## config.mk

```make
export PLATFORM = sky130hd
export DESIGN_NAME = div_sequencer
export DESIGN_NICKNAME = d
export VERILOG_FILES = /design/src/rtl/div_pkg.sv /design/src/rtl/div_step.sv /design/src/rtl/div_sequencer.sv
export SDC_FILE = /design/constraint.sdc
export NUM_CORES = 1
export LEC_CHECK = 0
export BUFFER_PORTS_ARGS = -buffer_cell sky130_fd_sc_hd__buf_2
export CAP_MARGIN = 20
export CORE_MARGIN = 3
export CORE_UTILIZATION = 55
export DETAILED_ROUTE_END_ITERATION = 12
export GPL_ROUTABILITY_DRIVEN = 0
export HOLD_SLACK_MARGIN = 0.08
export MAX_ROUTING_LAYER = met4
export PLACE_DENSITY = 0.77
export SYNTH_ARGS = -nofsm -noshare
export SYNTH_HDL_FRONTEND = slang
export SYNTH_SLANG_ARGS = --single-unit
```

## constraint.sdc

```tcl
create_clock -name clock -period 5.89 [get_ports clock]
set_clock_uncertainty 0.2 [all_clocks]
set_input_delay 0.589 -clock clock [delete_from_list [all_inputs] [get_ports clock]]
set_output_delay 0.589 -clock clock [all_outputs]
set_load 0.1 [all_outputs]
```

## src/rtl/div_pkg.sv

```systemverilog
// Shared types and constants for the multi-cycle signed divider.
package div_pkg;

  localparam int DIV_WIDTH   = 32;
  localparam int DIV_LATENCY = DIV_WIDTH + 2;

  localparam logic [DIV_WIDTH-1:0] DZ_QUOTIENT = '1;

  typedef enum logic [1:0] {
    IDLE,
    ITER,
    FIX,
    DONE
  } div_state_e;

endpackage

```

## src/rtl/div_step.sv

```systemverilog
// One non-restoring division iteration: shift {p,q} left, add or subtract d
// depending on the sign of the old partial remainder, and set the new quotient bit.
module div_step #(
  parameter int WIDTH = 32
) (
  input  logic [WIDTH:0]   p,
  input  logic [WIDTH-1:0] q,
  input  logic [WIDTH-1:0] d,
  output logic [WIDTH:0]   p_next,
  output logic [WIDTH-1:0] q_next
);

  logic [WIDTH:0] p_shift;
  logic [WIDTH:0] d_ext;

  assign p_shift = {p[WIDTH-1:0], q[WIDTH-1]};
  assign d_ext   = {1'b0, d};

  // p[WIDTH] is the sign of the partial remainder before the shift.
  assign p_next = p[WIDTH] ? (p_shift + d_ext) : (p_shift - d_ext);

  genvar gi;
  generate
    for (gi = 1; gi < WIDTH; gi++) begin : g_qshift
      assign q_next[gi] = q[gi-1];
    end
  endgenerate

  assign q_next[0] = ~p_next[WIDTH];

endmodule

```

## src/rtl/div_sequencer.sv

```systemverilog
// Multi-cycle signed divider: one non-restoring step per clock, with a
// start/busy/done handshake and results held for the HI/LO registers.
module div_sequencer
  import div_pkg::*;
#(
  parameter int WIDTH = DIV_WIDTH
) (
  input  logic             clock,
  input  logic             clear,
  input  logic             start,
  input  logic [WIDTH-1:0] dividend,
  input  logic [WIDTH-1:0] divisor,
  output logic             busy,
  output logic             done,
  output logic [WIDTH-1:0] quotient,
  output logic [WIDTH-1:0] remainder,
  output logic             div_by_zero
);

  localparam int CNT_W = $clog2(WIDTH);

  div_state_e       state_reg;
  logic [WIDTH:0]   p_reg;
  logic [WIDTH-1:0] q_reg;
  logic [WIDTH-1:0] d_reg;
  logic [CNT_W-1:0] count_reg;
  logic             sign_q_reg;
  logic             sign_r_reg;
  logic             dz_reg;
  logic [WIDTH-1:0] dividend_reg;

  logic [WIDTH:0]   p_next;
  logic [WIDTH-1:0] q_next;
  logic [WIDTH-1:0] dividend_mag;
  logic [WIDTH-1:0] divisor_mag;
  logic [WIDTH-1:0] r_mag;
  logic [WIDTH-1:0] q_signed;
  logic [WIDTH-1:0] r_signed;

  div_step #(.WIDTH(WIDTH)) u_step (
    .p      (p_reg),
    .q      (q_reg),
    .d      (d_reg),
    .p_next (p_next),
    .q_next (q_next)
  );

  // The most-negative operand maps to 2^(WIDTH-1), which fits as unsigned.
  assign dividend_mag = dividend[WIDTH-1] ? -dividend : dividend;
  assign divisor_mag  = divisor[WIDTH-1]  ? -divisor  : divisor;

  // Final restore: a negative partial remainder plus D lands in [0, D).
  assign r_mag    = p_reg[WIDTH] ? (p_reg[WIDTH-1:0] + d_reg) : p_reg[WIDTH-1:0];
  assign q_signed = sign_q_reg ? -q_reg : q_reg;
  assign r_signed = sign_r_reg ? -r_mag : r_mag;

  always_ff @(posedge clock or posedge clear) begin
    if (clear) begin
      state_reg    <= IDLE;
      p_reg        <= '0;
      q_reg        <= '0;
      d_reg        <= '0;
      count_reg    <= '0;
      sign_q_reg   <= 1'b0;
      sign_r_reg   <= 1'b0;
      dz_reg       <= 1'b0;
      dividend_reg <= '0;
      busy         <= 1'b0;
      done         <= 1'b0;
      quotient     <= '0;
      remainder    <= '0;
      div_by_zero  <= 1'b0;
    end else begin
      case (state_reg)
        IDLE: begin
          busy <= 1'b0;
          done <= 1'b0;
          // done is still high in the cycle after DONE; a start there is dropped.
          if (start && !done) begin
            q_reg        <= dividend_mag;
            d_reg        <= divisor_mag;
            p_reg        <= '0;
            sign_q_reg   <= dividend[WIDTH-1] ^ divisor[WIDTH-1];
            sign_r_reg   <= dividend[WIDTH-1];
            dividend_reg <= dividend;
            count_reg    <= CNT_W'(WIDTH - 1);
            div_by_zero  <= 1'b0;
            dz_reg       <= (divisor == '0);
            state_reg    <= (divisor == '0) ? FIX : ITER;
          end
        end
        ITER: begin
          busy  <= 1'b1;
          p_reg <= p_next;
          q_reg <= q_next;
          if (count_reg == '0) begin
            state_reg <= FIX;
          end else begin
            count_reg <= count_reg - CNT_W'(1);
          end
        end
        FIX: begin
          busy <= 1'b1;
          if (dz_reg) begin
            quotient    <= WIDTH'(DZ_QUOTIENT);
            remainder   <= dividend_reg;
            div_by_zero <= 1'b1;
          end else begin
            quotient    <= q_signed;
            remainder   <= r_signed;
            div_by_zero <= 1'b0;
          end
          state_reg <= DONE;
        end
        DONE: begin
          busy      <= 1'b0;
          done      <= 1'b1;
          state_reg <= IDLE;
        end
        default: begin
          state_reg <= IDLE;
        end
      endcase
    end
  end

endmodule

```

Word-level counts from Yosys, hierarchy flattened
Cells that the tools add are included.
- $add $sub $neg: 8
- equality and inequality tests: 6
- mux-type cells: 24
- bitwise gates (word level): 2
- reductions and logical operators: 15
- operators with widths (cell ; count):
    two-way mux 32 bit ; 8
    negator 32 bit ; 4
    two-way mux 33 bit ; 2
    one-hot mux 33 bit (2 select lines) ; 1
    one-hot mux 32 bit (2 select lines) ; 1
    adder 33 x 32 -> 33 bit ; 1
    subtractor 33 x 32 -> 33 bit ; 1
    adder 32 bit ; 1
    zero test 32 bit ; 1
    two-way mux 5 bit ; 2
    one-hot mux 5 bit (2 select lines) ; 1
    one-hot mux 2 bit (4 select lines) ; 1
    AND reduction 2 bit ; 4
    two-way mux 2 bit ; 3
    != test 2 bit (second input constant) ; 3
    one-hot mux 1 bit (2 select lines) ; 3
    nonzero test 2 bit ; 3
    zero test 5 bit ; 1
    subtractor 5 x 1 -> 5 bit (second input constant) ; 1
    == test 2 bit (second input constant) ; 2
    OR reduction 2 bit ; 2
    AND reduction 3 bit ; 1
    == test 2 x 1 -> 1 bit (second input constant) ; 1
    zero test 2 bit ; 1
    5 further kinds ; 6
- register bits: 206
- bits of input ports: 67

Longest topological paths before layout
Gate-level depths: netlist of run 1.
- depth after elaboration: 5
- depth in mapped cells: 21

Hierarchy
A second synthesis of run 1 with hierarchy kept.
- cell total of the unflattened synthesis: 1912
- area, all modules: 15946.5 sq um
- by module, submodules not included (module ; instances ; cells each ; area each (sq um) ; seq. area each (sq um)):
    div_sequencer ; 1 ; 1506 ; 13158.9 ; 5129.9
    div_step ; 1 ; 406 ; 2787.7 ; 0.0

Least setup slack after synthesis of run 1
Ideal clock, no wire load.
- path kind: register to register
- start: register p_reg[32]
- end: register p_reg[32]
- setup time: 0.121 ns
- data arrival time: 5.150 ns
- required time: 5.569 ns
- setup slack: 0.419 ns
- stages on the path, launching flop included: 22
- path buffers: 7
- cells stage by stage: dfrtp_1 buf_1 clkbuf_1 buf_1 clkbuf_1 buf_1 clkbuf_1 clkbuf_1 a21oi_1 xor2_1 ha_1 nand2_1 or4b_2 o21ai_0 a21oi_1 o31ai_1 a21oi_1 o31ai_1 o21ai_0 a21oi_1 xnor2_1 a22o_1
- longest elaborated chain between the ends: 2
- ends and longest elaborated chain (item ; RTL line ; text):
    from (decl) ; div_sequencer.sv:23 ; logic [WIDTH:0] p_reg;
    from (signal assigned) ; div_sequencer.sv:94 ; p_reg <= p_next;
    two-way mux 33 bit ; div_step.sv:20 ; assign p_next = p[WIDTH] ? (p_shift + d_ext) : (p_shift - d_ext);
    one-hot mux 33 bit (2 select lines) ; div_sequencer.sv:74 ; case (state_reg)
No other way between the ends.
A chain may end at the register's enable or synchronous reset.

Final worst setup path of run 1
- start: register d_reg[2]
- end: register p_reg[32]
- longest elaborated chain between the ends: 3
- elaborated cells on any way between the ends: 4
- those cells by class: add/sub: 2; mux: 2
- ends and longest elaborated chain (item ; RTL line ; text):
    from (decl) ; div_sequencer.sv:25 ; logic [WIDTH-1:0] d_reg;
    from (signal assigned) ; div_sequencer.sv:81 ; d_reg <= divisor_mag;
    subtractor 33 x 32 -> 33 bit or adder 33 x 32 -> 33 bit (tied branches) ; div_step.sv:20 ;
    two-way mux 33 bit * ; div_step.sv:20 ;
    one-hot mux 33 bit (2 select lines) * ; div_sequencer.sv:74 ;
Mark *: on every way between the ends. The rest lies on a longest branch, timed or not.

==> results of run 1 <==
critical path: cells and delay by family (launching register included):
family | cells | cell delay, ps
adders and majority gates | 1 | 320
xor gates and xnor gates | 2 | 280
DFF | 1 | 440
AOI/OAI and AO/OA | 10 | 2140
and+or+nand+nor | 6 | 2050
area by class of cell:
class / instances / area [sq um] / share of cell area (%)
clock inverter: 10 / 171 / 1.00
tap: 372 / 465 / 2.72
timing repair buffer: 150 / 808 / 4.73
inverter: 55 / 210 / 1.23
clock buffer: 30 / 642 / 3.75
sequential: 205 / 5130 / 30.0
multi-input combinational: 1472 / 9670 / 56.6
repair_timing:
| item | CTS | global route |
|---|---|---|
| hold endpoints to repair | 1 | 0 |
| resized for setup | 0 | 2 |
| hold buffers | 1 | 0 |
| setup endpoints to repair | 0 | 2 |
stage by stage:
step / setup WS, ps / cell area (sq um)
after global placement: 384 / 16300
after floorplan: 419 / 15400
after CTS: 234 / 17100
after global routing: 34.4 / 17100
final: 339 / 17100
after detailed placement: 270 / 16300
cell families after synthesis:
group,share of synthesized area [%]
muxes,4.33
AOI/OAI and AO/OA,23.5
adders and majority gates,6.37
and+or+nand+nor,18.0
buffers and inverters,3.86
xor gates and xnor gates,10.5
DFF,33.4
worst max path at each step:
stage	startpoint	depth (start not counted)	to
after floorplan	p_reg[32]	21	p_reg[32]
after global placement	d_reg[2]	19	p_reg[32]
after detailed placement	d_reg[2]	19	q_reg[0]
after CTS	d_reg[2]	19	p_reg[32]
after global routing	d_reg[2]	19	q_reg[0]
final	d_reg[2]	19	p_reg[32]
routing by layer:
metal / part of all wire [%] / global-route usage [%]
met1: 45 / 37.9
met2: 44 / 41.0
met3: 8.1 / 3.86
met4: 2.8 / 7.47
met5: 0 / -
cell usage after synthesis (5+ instances only):
| master | number | area (sq um) |
|---|---|---|
| sky130_fd_sc_hd__xor2_1 | 131 | 1150 |
| sky130_fd_sc_hd__o31a_1 | 5 | 43.8 |
| sky130_fd_sc_hd__ha_1 | 75 | 938 |
| sky130_fd_sc_hd__xnor2_1 | 54 | 473 |
| sky130_fd_sc_hd__o21bai_1 | 11 | 82.6 |
| sky130_fd_sc_hd__nand4_1 | 5 | 31.3 |
| sky130_fd_sc_hd__and3_1 | 10 | 62.6 |
| sky130_fd_sc_hd__or4_1 | 19 | 143 |
| sky130_fd_sc_hd__clkbuf_1 | 69 | 259 |
| sky130_fd_sc_hd__nand2_1 | 194 | 728 |
| sky130_fd_sc_hd__nor2b_1 | 14 | 87.6 |
| sky130_fd_sc_hd__o21ai_0 | 177 | 886 |
| sky130_fd_sc_hd__inv_1 | 53 | 199 |
| sky130_fd_sc_hd__a21o_1 | 29 | 218 |
| sky130_fd_sc_hd__and4_1 | 5 | 43.8 |
| sky130_fd_sc_hd__mux2i_1 | 17 | 170 |
| sky130_fd_sc_hd__o211ai_1 | 11 | 82.6 |
| sky130_fd_sc_hd__nor3_1 | 43 | 215 |
| sky130_fd_sc_hd__or2_2 | 6 | 37.5 |
| sky130_fd_sc_hd__o21a_1 | 18 | 135 |
| sky130_fd_sc_hd__o221ai_1 | 8 | 70.1 |
| sky130_fd_sc_hd__nor2_1 | 160 | 601 |
| sky130_fd_sc_hd__nor4_1 | 8 | 50.1 |
| sky130_fd_sc_hd__a2111oi_0 | 7 | 61.3 |
| sky130_fd_sc_hd__a211oi_1 | 10 | 75.1 |
| sky130_fd_sc_hd__dfrtp_1 | 205 | 5130 |
| sky130_fd_sc_hd__o21ai_1 | 5 | 25.0 |
| sky130_fd_sc_hd__or3_1 | 22 | 138 |
| sky130_fd_sc_hd__a31oi_1 | 21 | 131 |
| sky130_fd_sc_hd__nand2b_1 | 21 | 131 |
| sky130_fd_sc_hd__nand3_1 | 32 | 160 |
| sky130_fd_sc_hd__nor3b_1 | 6 | 45.0 |
| sky130_fd_sc_hd__o41ai_1 | 17 | 149 |
| sky130_fd_sc_hd__a21oi_1 | 152 | 761 |
| sky130_fd_sc_hd__o22ai_1 | 6 | 37.5 |
| sky130_fd_sc_hd__mux2_2 | 44 | 495 |
| sky130_fd_sc_hd__o31ai_1 | 43 | 323 |
| sky130_fd_sc_hd__buf_1 | 10 | 37.5 |
==> summary by stage, run 1 <==
Hold path
The worst min-delay path class is primary input to flop. The worst hold path passes through 2 cells. The start point of the worst min-delay path is dividend[14]. For hold timing, the worst endpoint is dividend_reg[14].

Timing
The worst hold slack is approximately 140 ps. The number of max-slew violations in the final report is 0. The final setup violation count is 0. Dividing the final minimum period by the clock period gives between 90% and 100%. The highest achievable clock rate is about 0.18 GHz. The headroom to the max-slew limit is between 30% and 40%.

For the finished layout, the period the worst path requires is around 5600 ps. The final number of hold-violating endpoints is 0. Adding up every negative setup slack in the final design gives 0 ps. Setup repair after global routing left no endpoint under its margin. For the pin with the worst max-slew slack, the measured transition is roughly 1000 ps.

Worst setup path
STA classifies the critical path endpoint as a flop. The flop-to-flop setup slack is 340 ps. The startpoint kind of the worst setup timing path is a flop. The signal on the critical path passes through or3_1 > or3_1 > nor3b_2 > nand2b_1 > or2_2 > o41ai_1 > xnor2_1 > ha_1 > a21o_1 > or4b_2 > o21ai_0 > a21oi_1 > o31ai_1 > a21oi_1 > o31ai_2 > o21ai_0 > a21oi_1 > xnor2_1 > a22o_1. On the critical path, the stage with the largest delay is an instance of sky130_fd_sc_hd__or4b_2. The startpoint identified for the worst register-to-register timing path is d_reg[2].

In this run the worst path has a maximum fanout of 6. At the worst endpoint, the required time is between 6000 and 7000 ps. Among the stages of the critical path, the cell type that occurs most often is sky130_fd_sc_hd__a21oi_1. The largest stage delay on the critical path is between 600 and 700 ps. In this run the critical register-to-register path is captured at p_reg[32].

The data arrival at the endpoint of the critical path is approximately 5800 ps. The setup path with the least slack is of type flop to flop. The number of cell instances on the worst register-to-register path is 19.

Clocking
After clock tree synthesis, the clock-pin slew on the worst setup and hold paths is 60 ps. The clock passes through at most 3 buffers. TritonCTS built the clock tree. Buffers added to address setup during post-CTS repair amount to 0. The clock drives between 200 and 250 sinks.

The number of buffers created by CTS is 23. The clock latency reported for the late side of the worst-skew pair is 540 ps. The root buffer cell is sky130_fd_sc_hd__clkbuf_16. The maximum level of the CTS H-tree is 1.

Global route
The wire length of the first global-routing pass is 66200 um. For this run the aggregate overflow at the end of global routing stands at 0. The initial antenna violation count was 0. The pin count of the biggest net entering global routing is between 100 and 150.

The global router's overall resource usage is a little over a quarter. The via count of the first global-routing pass is between 10000 and 15000.

Floorplan
The die area is 30000 sq um. Row generation in the floorplan step produced 60 rows. The number of placed I/O pins is 134. The die outline height is 173 um.

The starting utilization of the core area is between 50% and 60%. The floorplan step defined a core boundary enclosing roughly 27000 sq um. In this run the horizontal extent of the chip is approximately 170 um.

Logic synthesis
The fraction of the yosys area taken by sequential cells is between 30% and 40%. Yosys mapped a number of flops with a built-in enable equal to 0. Summing every instance area after synthesis gives around 15000 sq um. The count of different cell masters after synthesis is 92.

For this run, asynchronously set or reset flops after synthesis account for 100%. During synthesis, Yosys emitted a total of 0 warnings. When the netlist entered floorplanning its net count stood at a little under 2000. The gate count of the mapped netlist is between 1500 and 2000.

For this run, the leading register cell type out of synthesis is sky130_fd_sc_hd__dfrtp_1. The synthesis-stage register bit count is 205. Dividing the synthesized area by the synthesized cell count gives 8.44 sq um.

Placed design
The cell total after placement is 2253. The final HPWL from detailed placement is between 30000 and 40000 um. The port buffer count is 133.

Layout
The share of cells above drive strength 1 is ~14%. The count of filler cells inserted in the layout is 2340. Leaving out fill and tap cells, the most frequent cell in the layout is sky130_fd_sc_hd__dfrtp_1. The area growth from synthesis to layout is 11.3%. In the final design database the tool counted 2051 nets.

0 antenna diodes ended up in the layout. The final cell count without fillers is about 2300. In the layout the commonest cells are sky130_fd_sc_hd__dfrtp_1, sky130_fd_sc_hd__nand2_1, sky130_fd_sc_hd__o21ai_0.

The share of the core filled with cells is around 63%. The number of flip-flops in the largest register is 33.

Route
For this run, design rule violations remaining after detail routing come to 0. The final route contains 14000 vias. Once detail routing completed, the nets flagged for antenna violations numbered 0. Using the TritonRoute via totals, the vias-per-cell ratio works out to between 6 and 7.

The number of search-and-repair iterations in the first detailed-routing pass is 5. Dividing the detail-routed wire length by the instance count gives approximately 18 um. After the first detailed-routing iteration, the DRC count stood at 1462.

After detailed routing, the total wire length is 40500 um.

Status
The run finished with clean final reports.

Run
The max-capacitance violation count is 0.
Power of run 1 is not shown: default switching activity piles up to over one toggle a cycle in this logic, so the estimate is an artifact.
==> run 2: changes to the inputs <==
- CAP_MARGIN: 20 -> default
- GPL_ROUTABILITY_DRIVEN: 0 -> default
- RECOVER_POWER: default -> 25
==> summary by stage, run 2 (synthesis results as in run 1) <==
Layout
The share of cells above drive strength 1 is 14.0% (was 13.9%). The count of filler cells inserted in the layout is 2383 (was 2340). The share of the core filled with cells is 62.8% (was 62.9%). Most frequent cells in the layout: sky130_fd_sc_hd__dfrtp_1, sky130_fd_sc_hd__nand2_1, sky130_fd_sc_hd__o21ai_0 (unchanged).

The most frequent standard cell in the layout excluding fill and tap cells is sky130_fd_sc_hd__dfrtp_1 (unchanged). The area growth from synthesis to layout is 11.1% (was 11.3%). The final instance area came to 17100 sq um (about the same). The layout net count was 2051 (unchanged). The number of flip-flops in the largest register is 33 (unchanged).

Timing
Setup repair after global routing missed its margin: false (unchanged). The headroom to the max-slew limit came to -120% (was 30.2%). The final number of hold-violating endpoints is 0 (unchanged). The highest achievable clock rate is 0.180 GHz (about the same). The final sum of negative setup slack is 0 ps (unchanged).

The slew at the pin with the worst max-slew slack is 3300 ps (was 1050 ps). The number of max-slew violations in the final report is 135 (was 0). The final setup violation count is 0 (unchanged).

The ratio of final minimum period to clock period is 94.3% (was 94.2%). The post-layout worst setup margin is 334 ps (was 339 ps). The minimum clock period was 5560 ps (was 5550 ps).

Worst setup path
The critical path startpoint is d_reg[2] (unchanged). The peak fanout along the critical path is 6 (unchanged). The required arrival time at the worst endpoint is 6050 ps (was 6090 ps). The library cell contributing the largest single delay on the critical path is sky130_fd_sc_hd__or4b_2 (unchanged).

The kind of capture point of the worst setup path is a flop (unchanged). The startpoint kind of the worst setup timing path is a flop (unchanged). The data arrival at the endpoint of the critical path is 5710 ps (was 5750 ps).

The buffers plus inverters on the worst setup path is 0 (unchanged). Critical path cell sequence: or3_1 > or3_1 > nor3b_2 > nand2b_1 > or2_2 > o41ai_1 > xnor2_1 > ha_1 > a21o_1 > or4b_2 > o21ai_0 > a21oi_1 > o31ai_2 > a21oi_1 > o31ai_1 > o21ai_0 > a21oi_1 > xnor2_1 > o21ai_0 (was or3_1 > or3_1 > nor3b_2 > nand2b_1 > or2_2 > o41ai_1 > xnor2_1 > ha_1 > a21o_1 > or4b_2 > o21ai_0 > a21oi_1 > o31ai_1 > a21oi_1 > o31ai_2 > o21ai_0 > a21oi_1 > xnor2_1 > a22o_1). The startpoint of the most critical register-to-register path is d_reg[2] (unchanged). The class of the most critical setup path is flop to flop (unchanged).

The gate family responsible for the most delay along the worst path is simple AND/OR/NAND/NOR gates (was compound AO/OA/AOI/OAI gates). The largest stage delay on the critical path came to 600 ps (was 620 ps).

Global route
The met2 capacity usage during global routing is 44.4% (was 41.0%). The routing usage on met3 is 3.51% (was 3.86%). The total congestion overflow is 0 (unchanged). The wire length of the first global-routing pass is 69500 um (was 66200 um). The pin count of the biggest net entering global routing is 135 (was 134).

The most heavily used metal layer in global routing was met2 (unchanged). The initial antenna violation count is 0 (unchanged). The via count of the first global-routing pass was 13300 (was 12900). The global-route track usage on met1 is 40.3% (was 37.9%). The global router's overall resource usage is 28.4% (was 27.0%).

Placed design
The placer congestion estimate is about 0.97. The final HPWL from detailed placement is 31700 um (was 30500 um). The worst setup slack before clock tree synthesis is 217 ps (was 270 ps). The port buffer count is 133 (unchanged).

The cell area after placement is 16300 sq um (about the same).

Floorplan
The number of cell rows was 60 (unchanged). The die area came to 30000 sq um (unchanged). The total core area is 27200 sq um (unchanged). The die outline width came to 173 um (unchanged). The starting utilization of the core area is 56.5% (unchanged).

The number of placed I/O pins was 134 (unchanged). The die outline height is 173 um (unchanged).

Clocking
The maximum level of the CTS H-tree was 1 (unchanged). The clock latency reported for the late side of the worst-skew pair is 540 ps (about the same). The clock-pin slew reported for the worst setup and hold paths after clock tree synthesis is 60 ps (about the same). The number of buffers created by CTS is 23 (unchanged). The maximum buffer depth of the clock tree is 3 (unchanged). The root buffer cell is sky130_fd_sc_hd__clkbuf_16 (unchanged).

The clock tree from TritonCTS is done (unchanged). The number of clock sinks is 205 (unchanged). The total of hold buffers inserted after clock tree synthesis came to 0 (was 1).

Hold path
The start point of the worst min-delay path was dividend[28] (was dividend[14]). The worst min-delay path class is primary input to flop (unchanged).

Status
Result of the run: finished with violations (was complete, no violations). The checks that failed: max-capacitance violations, max-slew violations.

Route
The routed length per placed instance is 18.4 um (was 17.6 um). The number of search-and-repair iterations in the first detailed-routing pass is 10 (was 5). The via count was 14100 (was 14000). The number of violations reported at the end of detailed-routing iteration 0 is 1325 (was 1462). The number of remaining DRC errors is 0 (unchanged). The average via count per standard cell is 6.12 (was 6.10).

The total wirelength of the detailed-routed design is 42300 um (was 40500 um). The antenna violation net count after detailed routing is 0 (unchanged).

Run
The max-capacitance violation count was 1 (was 0).
## run 2: changes by cell type in the layout (fill, tap and decap cells not counted), sizes merged
cell and change:
clkbuf +2, clkinv +2, bufinv -1, diode +1, dlygate4sd3 -1
## run 2: cell type report
type	instances	area, sq um	area share, %
Multi-Input combinational cell	1472	9670	56.7
Sequential cell	205	5130	30.1
Timing Repair Buffer	150	791	4.63
Clock buffer	31	646	3.78
Tap cell	372	465	2.73
Inverter	55	208	1.22
Clock inverter	11	148	0.865
Antenna cell	1	2.50	0.0147
## run 2: timing repair
item / 4_1_cts / 5_1_grt
setup endpoints to repair: 0 / 2
buffers inserted: 0 / 0
resized for setup: 0 / 2
## run 2: path summary, 6_finish.rpt
path	to	slack, ps	depth (start not counted)
max in group asynchronous	done	2430	3
setup reg to reg	q_reg[0]	330	19
setup / recovery	q_reg[0]	330	19
hold reg to reg	remainder[20]	280	1
hold / removal	dividend_reg[28]	160	2
min in group asynchronous	p_reg[29]	190	3
## run 2: layer usage
layer / wire [um] / up-vias / part of all wire [%]
li1: - / 6768 / -
met1: 19300 / 6702 / 46
met2: 19400 / 525 / 46
met3: 2950 / 56 / 7.0
met4: 692 / 0 / 1.6
met5: 0 / - / 0
## run 2: stage by stage
stage / instances / hold slack [ps]
2_1_floorplan: 1820 / 250
3_5_place_dp: 2254 / 268
3_3_place_gp: 2254 / 257
6_report: 2297 / 161
4_1_cts: 2296 / 107
5_1_grt: 2296 / 151
Power of run 2 is left out for the same reason.
